[config.mk]
export PLATFORM = sky130hd
export DESIGN_NAME = instruction_fetch_sequencer
export DESIGN_NICKNAME = d
export VERILOG_FILES = /design/src/rtl/bbtron_pkg.sv /design/src/rtl/pc_next_logic.sv /design/src/rtl/instruction_fetch_sequencer.sv
export SDC_FILE = /design/constraint.sdc
export NUM_CORES = 1
export LEC_CHECK = 0
export CAP_MARGIN = 20
export CORE_AREA = 2 2 81 83
export CTS_CLUSTER_DIAMETER = 100
export DETAILED_ROUTE_END_ITERATION = 7
export DIE_AREA = 0 0 83 85
export GPL_TIMING_DRIVEN = 0
export PLACE_DENSITY = 0.93
export SLEW_MARGIN = 20
export SYNTH_ARGS = -nofsm -noshare
export SYNTH_HDL_FRONTEND = slang
export SYNTH_SLANG_ARGS = --single-unit
[constraint.sdc]
create_clock -name clk -period 5 [get_ports clk]
set_input_delay 1 -clock clk [delete_from_list [all_inputs] [get_ports clk]]
set_output_delay 1 -clock clk [all_outputs]
set_load 0.05 [all_outputs]
[src/rtl/bbtron_pkg.sv]
// Shared definitions for the bbtron fetch/sequencing front end: opcodes,
// fetch-state encoding and default widths.
package bbtron_pkg;

   localparam int unsigned DEF_ADDR_W  = 10;
   localparam int unsigned DEF_INSTR_W = 32;
   localparam int unsigned OPCODE_W    = 6;

   localparam logic [OPCODE_W-1:0] OP_BEQ = 6'b001001;
   localparam logic [OPCODE_W-1:0] OP_BNE = 6'b001010;
   localparam logic [OPCODE_W-1:0] OP_IN  = 6'b010101;
   localparam logic [OPCODE_W-1:0] OP_JMP = 6'b010111;
   localparam logic [OPCODE_W-1:0] OP_HLT = 6'b011000;
   localparam logic [OPCODE_W-1:0] OP_RST = 6'b011001;

   typedef enum logic [2:0] {
      ST_FETCH,
      ST_LATCH,
      ST_EXEC,
      ST_WAIT_IN,
      ST_HALT
   } fetch_state_e;

endpackage

[src/rtl/pc_next_logic.sv]
// Next-PC selection for the EXEC state, resolving the decoder's sequencing
// controls in strict priority order.
module pc_next_logic
   import bbtron_pkg::*;
#(
   parameter int unsigned ADDR_W = DEF_ADDR_W
) (
   input  logic [ADDR_W-1:0] i_pc,
   input  logic [ADDR_W-1:0] i_jmp_target,
   input  logic [15:0]       i_imm,
   input  logic              i_bne,
   input  logic              i_reset,
   input  logic              i_hlt,
   input  logic              i_in,
   input  logic              i_jump,
   input  logic              i_branch,
   input  logic              i_alu_zero,
   output logic [ADDR_W-1:0] o_next_pc,
   output logic              o_branch_taken
);

   localparam int unsigned EXT_W = (ADDR_W > 16) ? ADDR_W : 16;

   logic [ADDR_W-1:0]       w_pc_inc;
   logic signed [EXT_W-1:0] w_imm_ext;
   logic [ADDR_W-1:0]       w_target;
   logic                    w_cond;

   assign w_pc_inc  = i_pc + ADDR_W'(1);
   assign w_imm_ext = EXT_W'($signed(i_imm));
   // Sum is formed at the wider width then truncated, so the result wraps mod 2^ADDR_W.
   assign w_target  = ADDR_W'(EXT_W'(w_pc_inc) + w_imm_ext);
   assign w_cond    = i_alu_zero ^ i_bne;

   always_comb begin
      o_next_pc      = w_pc_inc;
      o_branch_taken = 1'b0;
      if (i_reset) begin
         o_next_pc = '0;
      end else if (i_hlt) begin
         o_next_pc = w_pc_inc;
      end else if (i_in) begin
         o_next_pc = i_pc;
      end else if (i_jump) begin
         o_next_pc = i_jmp_target;
      end else if (i_branch) begin
         o_branch_taken = w_cond;
         if (w_cond) o_next_pc = w_target;
      end
   end

endmodule

[src/rtl/instruction_fetch_sequencer.sv]
// Instruction fetch sequencer: FETCH/LATCH/EXEC loop over a synchronous ROM,
// with input-wait, halt and soft-reset handling and a per-instruction commit.
module instruction_fetch_sequencer
   import bbtron_pkg::*;
#(
   parameter int unsigned ADDR_W  = DEF_ADDR_W,
   parameter int unsigned INSTR_W = DEF_INSTR_W
) (
   input  logic               clk,
   input  logic               rst,
   output logic [ADDR_W-1:0]  rom_addr,
   output logic               rom_en,
   input  logic [INSTR_W-1:0] rom_data,
   output logic [5:0]         opcode,
   output logic [INSTR_W-1:0] instr,
   input  logic               cu_Jump,
   input  logic               cu_Branch,
   input  logic               cu_hlt,
   input  logic               cu_reset,
   input  logic               cu_inSignal,
   input  logic               alu_zero,
   input  logic               in_valid,
   input  logic               resume,
   output logic               commit,
   output logic               soft_rst,
   output logic               halted,
   output logic [ADDR_W-1:0]  pc
);

   fetch_state_e       r_state;
   logic [ADDR_W-1:0]  r_pc;
   logic [INSTR_W-1:0] r_ir;
   logic [ADDR_W-1:0]  w_next_pc;
   logic               w_branch_taken;
   logic               w_exec_retire;

   pc_next_logic #(.ADDR_W(ADDR_W)) u_pc_next (
      .i_pc           (r_pc),
      .i_jmp_target   (r_ir[ADDR_W-1:0]),
      .i_imm          (r_ir[15:0]),
      .i_bne          (r_ir[INSTR_W-5]),
      .i_reset        (cu_reset),
      .i_hlt          (cu_hlt),
      .i_in           (cu_inSignal),
      .i_jump         (cu_Jump),
      .i_branch       (cu_Branch),
      .i_alu_zero     (alu_zero),
      .o_next_pc      (w_next_pc),
      .o_branch_taken (w_branch_taken)
   );

   always_ff @(posedge clk or posedge rst) begin
      if (rst) begin
         r_state <= ST_FETCH;
         r_pc    <= '0;
         r_ir    <= '0;
      end else begin
         case (r_state)
            ST_FETCH: r_state <= ST_LATCH;
            ST_LATCH: begin
               r_ir    <= rom_data;
               r_state <= ST_EXEC;
            end
            ST_EXEC: begin
               r_pc <= w_next_pc;
               if (cu_reset)         r_state <= ST_FETCH;
               else if (cu_hlt)      r_state <= ST_HALT;
               else if (cu_inSignal) r_state <= ST_WAIT_IN;
               else                  r_state <= ST_FETCH;
            end
            ST_WAIT_IN: begin
               if (in_valid) begin
                  r_pc    <= r_pc + ADDR_W'(1);
                  r_state <= ST_FETCH;
               end
            end
            ST_HALT: if (resume) r_state <= ST_FETCH;
            default: r_state <= ST_FETCH;
         endcase
      end
   end

   // Strobes decode the registered state; rom_en is also masked while rst is held.
   assign w_exec_retire = (r_state == ST_EXEC) && !cu_reset && !cu_hlt && !cu_inSignal;
   assign commit        = w_exec_retire || ((r_state == ST_WAIT_IN) && in_valid);
   assign soft_rst      = (r_state == ST_EXEC) && cu_reset;
   assign rom_en        = (r_state == ST_FETCH) && !rst;
   assign rom_addr      = r_pc;
   assign halted        = (r_state == ST_HALT);
   assign pc            = r_pc;
   assign opcode        = r_ir[INSTR_W-1 -: 6];
   assign instr         = r_ir;

   a_taken_branch_commits: assert property (@(posedge clk) disable iff (rst)
      ((r_state == ST_EXEC) && w_branch_taken) |-> commit);

endmodule

==> results of run 1 <==
stage by stage:
step                      instance area [sq um]   util  setup WS [ps]
after global routing                       4150  0.669            595
after global placement                     4050  0.652            716
after floorplan                            2920      -           1550
after CTS                                  4150  0.669            671
after detailed placement                   4070  0.655            675
final                                      4150  0.669            646
worst min path at each step:
stage                             to  slack [ps]  cells after the start
3_3_place_gp   instr[21]$_DFFE_PP0P_         490                      1
5_1_grt        instr[19]$_DFFE_PP0P_         530                      1
2_1_floorplan  instr[27]$_DFFE_PP0P_         550                      1
4_1_cts        instr[13]$_DFFE_PP0P_         520                      1
6_report       instr[13]$_DFFE_PP0P_         510                      1
3_5_place_dp   instr[19]$_DFFE_PP0P_         500                      1
cells in the final DEF (no fill, tap or decap), drive strengths merged, types with 11 or more instances in the layout:
master / count
a21oi: 21
clkbuf: 12
dfrtp: 45
clkdlybuf4s50: 103
mux2: 33
buf: 26
o21ai: 12
nor2: 20
ha: 11
nand2: 15
layout make-up:
cell class / instances / area (sq um)
clock inverter: 2 / 15.0
buffer: 31 / 190
tap: 77 / 96.3
timing repair buffer: 104 / 1050
clock buffer: 6 / 72.6
multi-input combinational: 208 / 1570
fill: 458 / 2050
sequential: 45 / 1130
inverter: 8 / 30.0
cell families (layout without fill, tap and decap cells):
| group | after synthesis | count (layout) | synth area share |
|---|---|---|---|
| xor+xnor | 16 | 16 | 0.0506 |
| fa+ha+maj | 12 | 12 | 0.0540 |
| buf+inv | 39 | 151 | 0.0754 |
| mux | 37 | 37 | 0.141 |
| flops | 45 | 45 | 0.386 |
| simple gates | 75 | 75 | 0.139 |
| compound gates | 68 | 68 | 0.154 |
layer usage:
layer | GRT usage | part of all wire | vias to the layer above | routed length, um
li1 | - | - | 1258 | -
met3 | 0.0691 | 0.093 | 20 | 721
met4 | 0.0641 | 0.021 | 0 | 163
met2 | 0.388 | 0.49 | 132 | 3820
met5 | 0 | 0 | - | 0
met1 | 0.258 | 0.39 | 1294 | 3020
flip-flops by register name, indices dropped and copies added (netlist names):
register  flops
instr        32
r_state       3
pc           10
==> flow_metrics.py, run 1 <==
metrics = {
    "clock_network": {
        "cts_root_buf": "clkbuf_8",
        "cts-buffers-inserted": 5,
        "clock-sinks": 45,
        "cts_hold_buffers": 0,
        "htree_num_levels": 2,
        "cts_setup_buffers": 0,
        "cts-resized-gates": 0,
        "cts.path.max_buffers": 2,
        "clkTransAtPathRegs_ps": 90,
        "cts_tree": "yes",
        "clk_latency_ps": 300,
    },
    "logic_synthesis": {
        "syn_avg_cell_area_sq_um": 10.0,
        "ys.warnings.count": 0,
        "synth_commonest_cells": "dfrtp_1, mux2_2, a21oi_1, nor2_1, buf_4",
        "syn-num-nets": 346,
        "synth_most_common_cell": "dfrtp_1",
        "synth_top_cell_area_share": 0.386,
        "synth-main-ff-cell": "dfrtp_1",
        "synth_area_leaders": "dfrtp_1, mux2_2, ha_1, buf_4, a21oi_1",
        "synth_top_area_cell": "dfrtp_1",
        "synth_seq_cells": 45,
        "synth_cell_type_count": 55,
        "synth-edff-count": 0,
        "synth_seq_area_share": 0.386,
        "syn_inst": 292,
        "synthesis.area_sq_mm": 0.00292,
        "async_reset_ff_frac": 1.00,
    },
    "hold_path": {
        "hp-start": "instr[13]$_DFFE_PP0P_",
        "hold_class": "reg2reg",
    },
    "timing": {
        "period_share": 0.871,
        "slew_viol_final": 0,
        "timing.hold.ws_ps": 514,
        "worstMarginPinSlew_ps": 527,
        "relSlewSlack": 0.648,
        "finClkSkew_ps": 8.48,
        "rsz0062_at_grt": "false",
        "finalSetupTns_ps": 0,
        "max_freq_mhz": 230,
        "finalHoldViolCount": 0,
        "finalSetupViolations": 0,
        "timing.final.crit_period_ps": 4350,
    },
    "layout": {
        "layout-drive-gt1-share": 0.188,
        "nNetsFinal": 457,
        "antenna_cells": 0,
        "syn_to_final_growth_pct": 42.3,
        "fin_cells": 481,
    },
    "critical_path": {
        "start_kind": "primary input",
        "crit_path_end": "soft_rst",
        "cpPeakStageDelay_ps": 800,
        "cp_cell_sequence": "clkdlybuf4s50_1 > nor4b_2 > nor3_2 > buf_2 > and3_1 > clkdlybuf4s50_1",
        "crit_cells": 6,
        "ff2ff_setup_slack_ps": 2010,
        "required_ps": 4000,
        "cp-end-kind": "primary output",
        "setup.worst_path.start": "cu_reset",
        "cp_top_family": "buffers and inverters",
        "r2r_start": "pc[0]$_DFFE_PP0P_",
        "worst-path-buf-inv": 3,
        "cp_common_cell": "clkdlybuf4s50_1",
        "r2r_cells": 11,
        "cp_max_fo": 10,
        "r2r-end": "pc[9]$_DFFE_PP0P_",
        "slowest_stage": "clkdlybuf4s50_1",
        "crit_type": "in2out",
        "crit_arrival_ps": 3350,
    },
    "die": {
        "dieArea_sq_mm": 0.00706,
        "core_area_sq_mm": 0.00620,
        "rows": 29,
        "die_y_um": 85,
        "die_w_um": 83,
        "start_util": 0.470,
        "pin_count": 104,
    },
    "run": {
        "drv_cap": 0,
    },
    "global_route": {
        "grt_overflow_total": 0,
        "track_usage": 0.220,
        "antenna_found_initial": 0,
        "grt_max_degree": 30,
        "grt_pass1_wl_um": 12700,
        "grt_pass1_vias": 2695,
    },
    "route": {
        "viasPerCell": 5.62,
        "routed_wl_um": 7720,
        "antenna_left": 0,
        "wl_per_cell_um": 16.0,
        "drc": 0,
        "dr.pass1.iters": 5,
        "dr_total_vias": 2704,
        "drt_iter0_markers": 275,
    },
    "placed_design": {
        "dp.cells": 473,
        "dp_hpwl_um": 5870,
        "gp_congestion": 0.917,
        "io_buffer_count": 103,
    },
    "status": {
        "status": "complete, no violations",
    },
}
Power of run 1 is not shown: default switching activity piles up to over one toggle a cycle in this logic, so the estimate is an artifact.
==> run 2: changes to the inputs <==
CORE_AREA = 3 3 82 84   (was 2 2 81 83)
DIE_AREA = 0 0 85 87   (was 0 0 83 85)
==> flow_metrics.py, run 2 (synthesis results as in run 1) <==
metrics = {
    "layout": {
        "stdcell_area_sq_mm": 0.00415,
        "antenna_cells": 0,
        "largest_reg_flops": 32,
        "layout_common_cells": "clkdlybuf4s50_1, dfrtp_1, mux2_2, nor2_1, a21oi_1",
        "layout-drive-gt1-share": 0.188,
        "final_common_cell": "clkdlybuf4s50_1",
        "post-route-util": 0.693,
        "nNetsFinal": 457,
        "syn_to_final_growth_pct": 42.2,
    },
    "critical_path": {
        "cp_cell_sequence": "clkdlybuf4s50_1 > nor4b_2 > nor3_2 > buf_2 > and3_1 > clkdlybuf4s50_1",
        "start_kind": "primary input",
        "crit_type": "in2out",
        "slowest_stage": "clkdlybuf4s50_1",
        "worst-path-buf-inv": 3,
        "crit_arrival_ps": 3340,
        "cpPeakStageDelay_ps": 800,
        "cp_common_cell": "clkdlybuf4s50_1",
        "required_ps": 4000,
        "cp_max_fo": 10,
        "cp_top_family": "buffers and inverters",
        "cp-end-kind": "primary output",
    },
    "clock_network": {
        "cts-buffers-inserted": 5,
        "cts_root_buf": "clkbuf_8",
        "cts_hold_buffers": 0,
        "clk_latency_ps": 300,
        "htree_num_levels": 2,
        "cts-resized-gates": 0,
        "clock-sinks": 45,
        "cts_tree": "yes",
        "cts_setup_buffers": 0,
        "clkTransAtPathRegs_ps": 90,
        "cts.path.max_buffers": 2,
    },
    "route": {
        "dr_total_vias": 2675,
        "routed_wl_um": 7870,
        "antenna_left": 0,
        "drt_iter0_markers": 313,
        "dr.pass1.iters": 5,
        "viasPerCell": 5.58,
        "drc": 0,
        "wl_per_cell_um": 16.4,
    },
    "placed_design": {
        "place_area_sq_mm": 0.00406,
        "dp_hpwl_um": 6120,
        "io_buffer_count": 103,
        "gp_congestion": 0.885,
    },
    "timing": {
        "finalSetupTns_ps": 0,
        "relSlewSlack": 0.633,
        "timing.final.crit_period_ps": 4340,
        "period_share": 0.868,
        "max_freq_mhz": 231,
        "finalSetupViolations": 0,
        "finClkSkew_ps": 5.02,
        "slew_viol_final": 0,
        "rsz0062_at_grt": "false",
        "worstMarginPinSlew_ps": 549,
        "finalHoldViolCount": 0,
    },
    "global_route": {
        "grt_overflow_total": 0,
        "track_usage": 0.219,
        "antenna_found_initial": 0,
        "grt_max_degree": 35,
        "grt_pass1_wl_um": 13100,
        "grt_pass1_vias": 2714,
    },
    "run": {
        "drv_cap": 0,
    },
    "die": {
        "core_area_sq_mm": 0.00599,
        "rows": 28,
        "die_y_um": 87,
        "pin_count": 104,
        "start_util": 0.487,
        "dieArea_sq_mm": 0.00740,
        "die_w_um": 85,
    },
    "hold_path": {
        "hold_class": "reg2reg",
    },
    "status": {
        "status": "complete, no violations",
    },
}
[run 2: worst register-to-register path: cells and delay by family (launching register included)]
family / cells / cell delay, ps
AO/OA/AOI/OAI: 3 / 580
adder cells (fa/ha/maj): 2 / 670
XOR/XNOR: 2 / 310
flip-flops: 1 / 480
AND/OR/NAND/NOR: 4 / 940
[run 2: cell type report]
cell class,count,area [sq um]
fill,426,1840
multi-input combinational,208,1570
sequential,45,1130
timing repair buffer,104,1050
buffer,31,190
tap,75,93.8
clock buffer,6,72.6
inverter,8,30.0
clock inverter,2,15.0
[run 2: final timing paths]
path	end	from	cells past startpoint	slack, ps
worst min-delay path	instr[11]$_DFFE_PP0P_	instr[11]$_DFFE_PP0P_	1	510
max in group asynchronous	pc[8]$_DFFE_PP0P_	rst	3	3520
worst max register to register	pc[9]$_DFFE_PP0P_	pc[0]$_DFFE_PP0P_	11	1960
worst max-delay path	soft_rst	cu_reset	6	660
worst min register to register	instr[11]$_DFFE_PP0P_	instr[11]$_DFFE_PP0P_	1	510
min in group asynchronous	r_state[0]$_DFFE_PP0P_	rst	2	1000
[run 2: through the flow]
| step | worst slack [ps] | hold WS [ps] | std cells |
|---|---|---|---|
| 6_report | 662 | 513 | 479 |
| 5_1_grt | 606 | 537 | 479 |
| 4_1_cts | 686 | 516 | 479 |
| 3_5_place_dp | 695 | 495 | 471 |
| 3_3_place_gp | 711 | 490 | 470 |
| 2_1_floorplan | 1550 | 548 | 292 |
[run 2: per-layer routing]
metal	up-vias	GRT usage	share of wire
li1	1259	-	-
met1	1251	0.260	0.40
met2	147	0.386	0.49
met3	18	0.0681	0.10
met4	0	0.0547	0.015
met5	-	0	0
Power of run 2 is left out for the same reason.
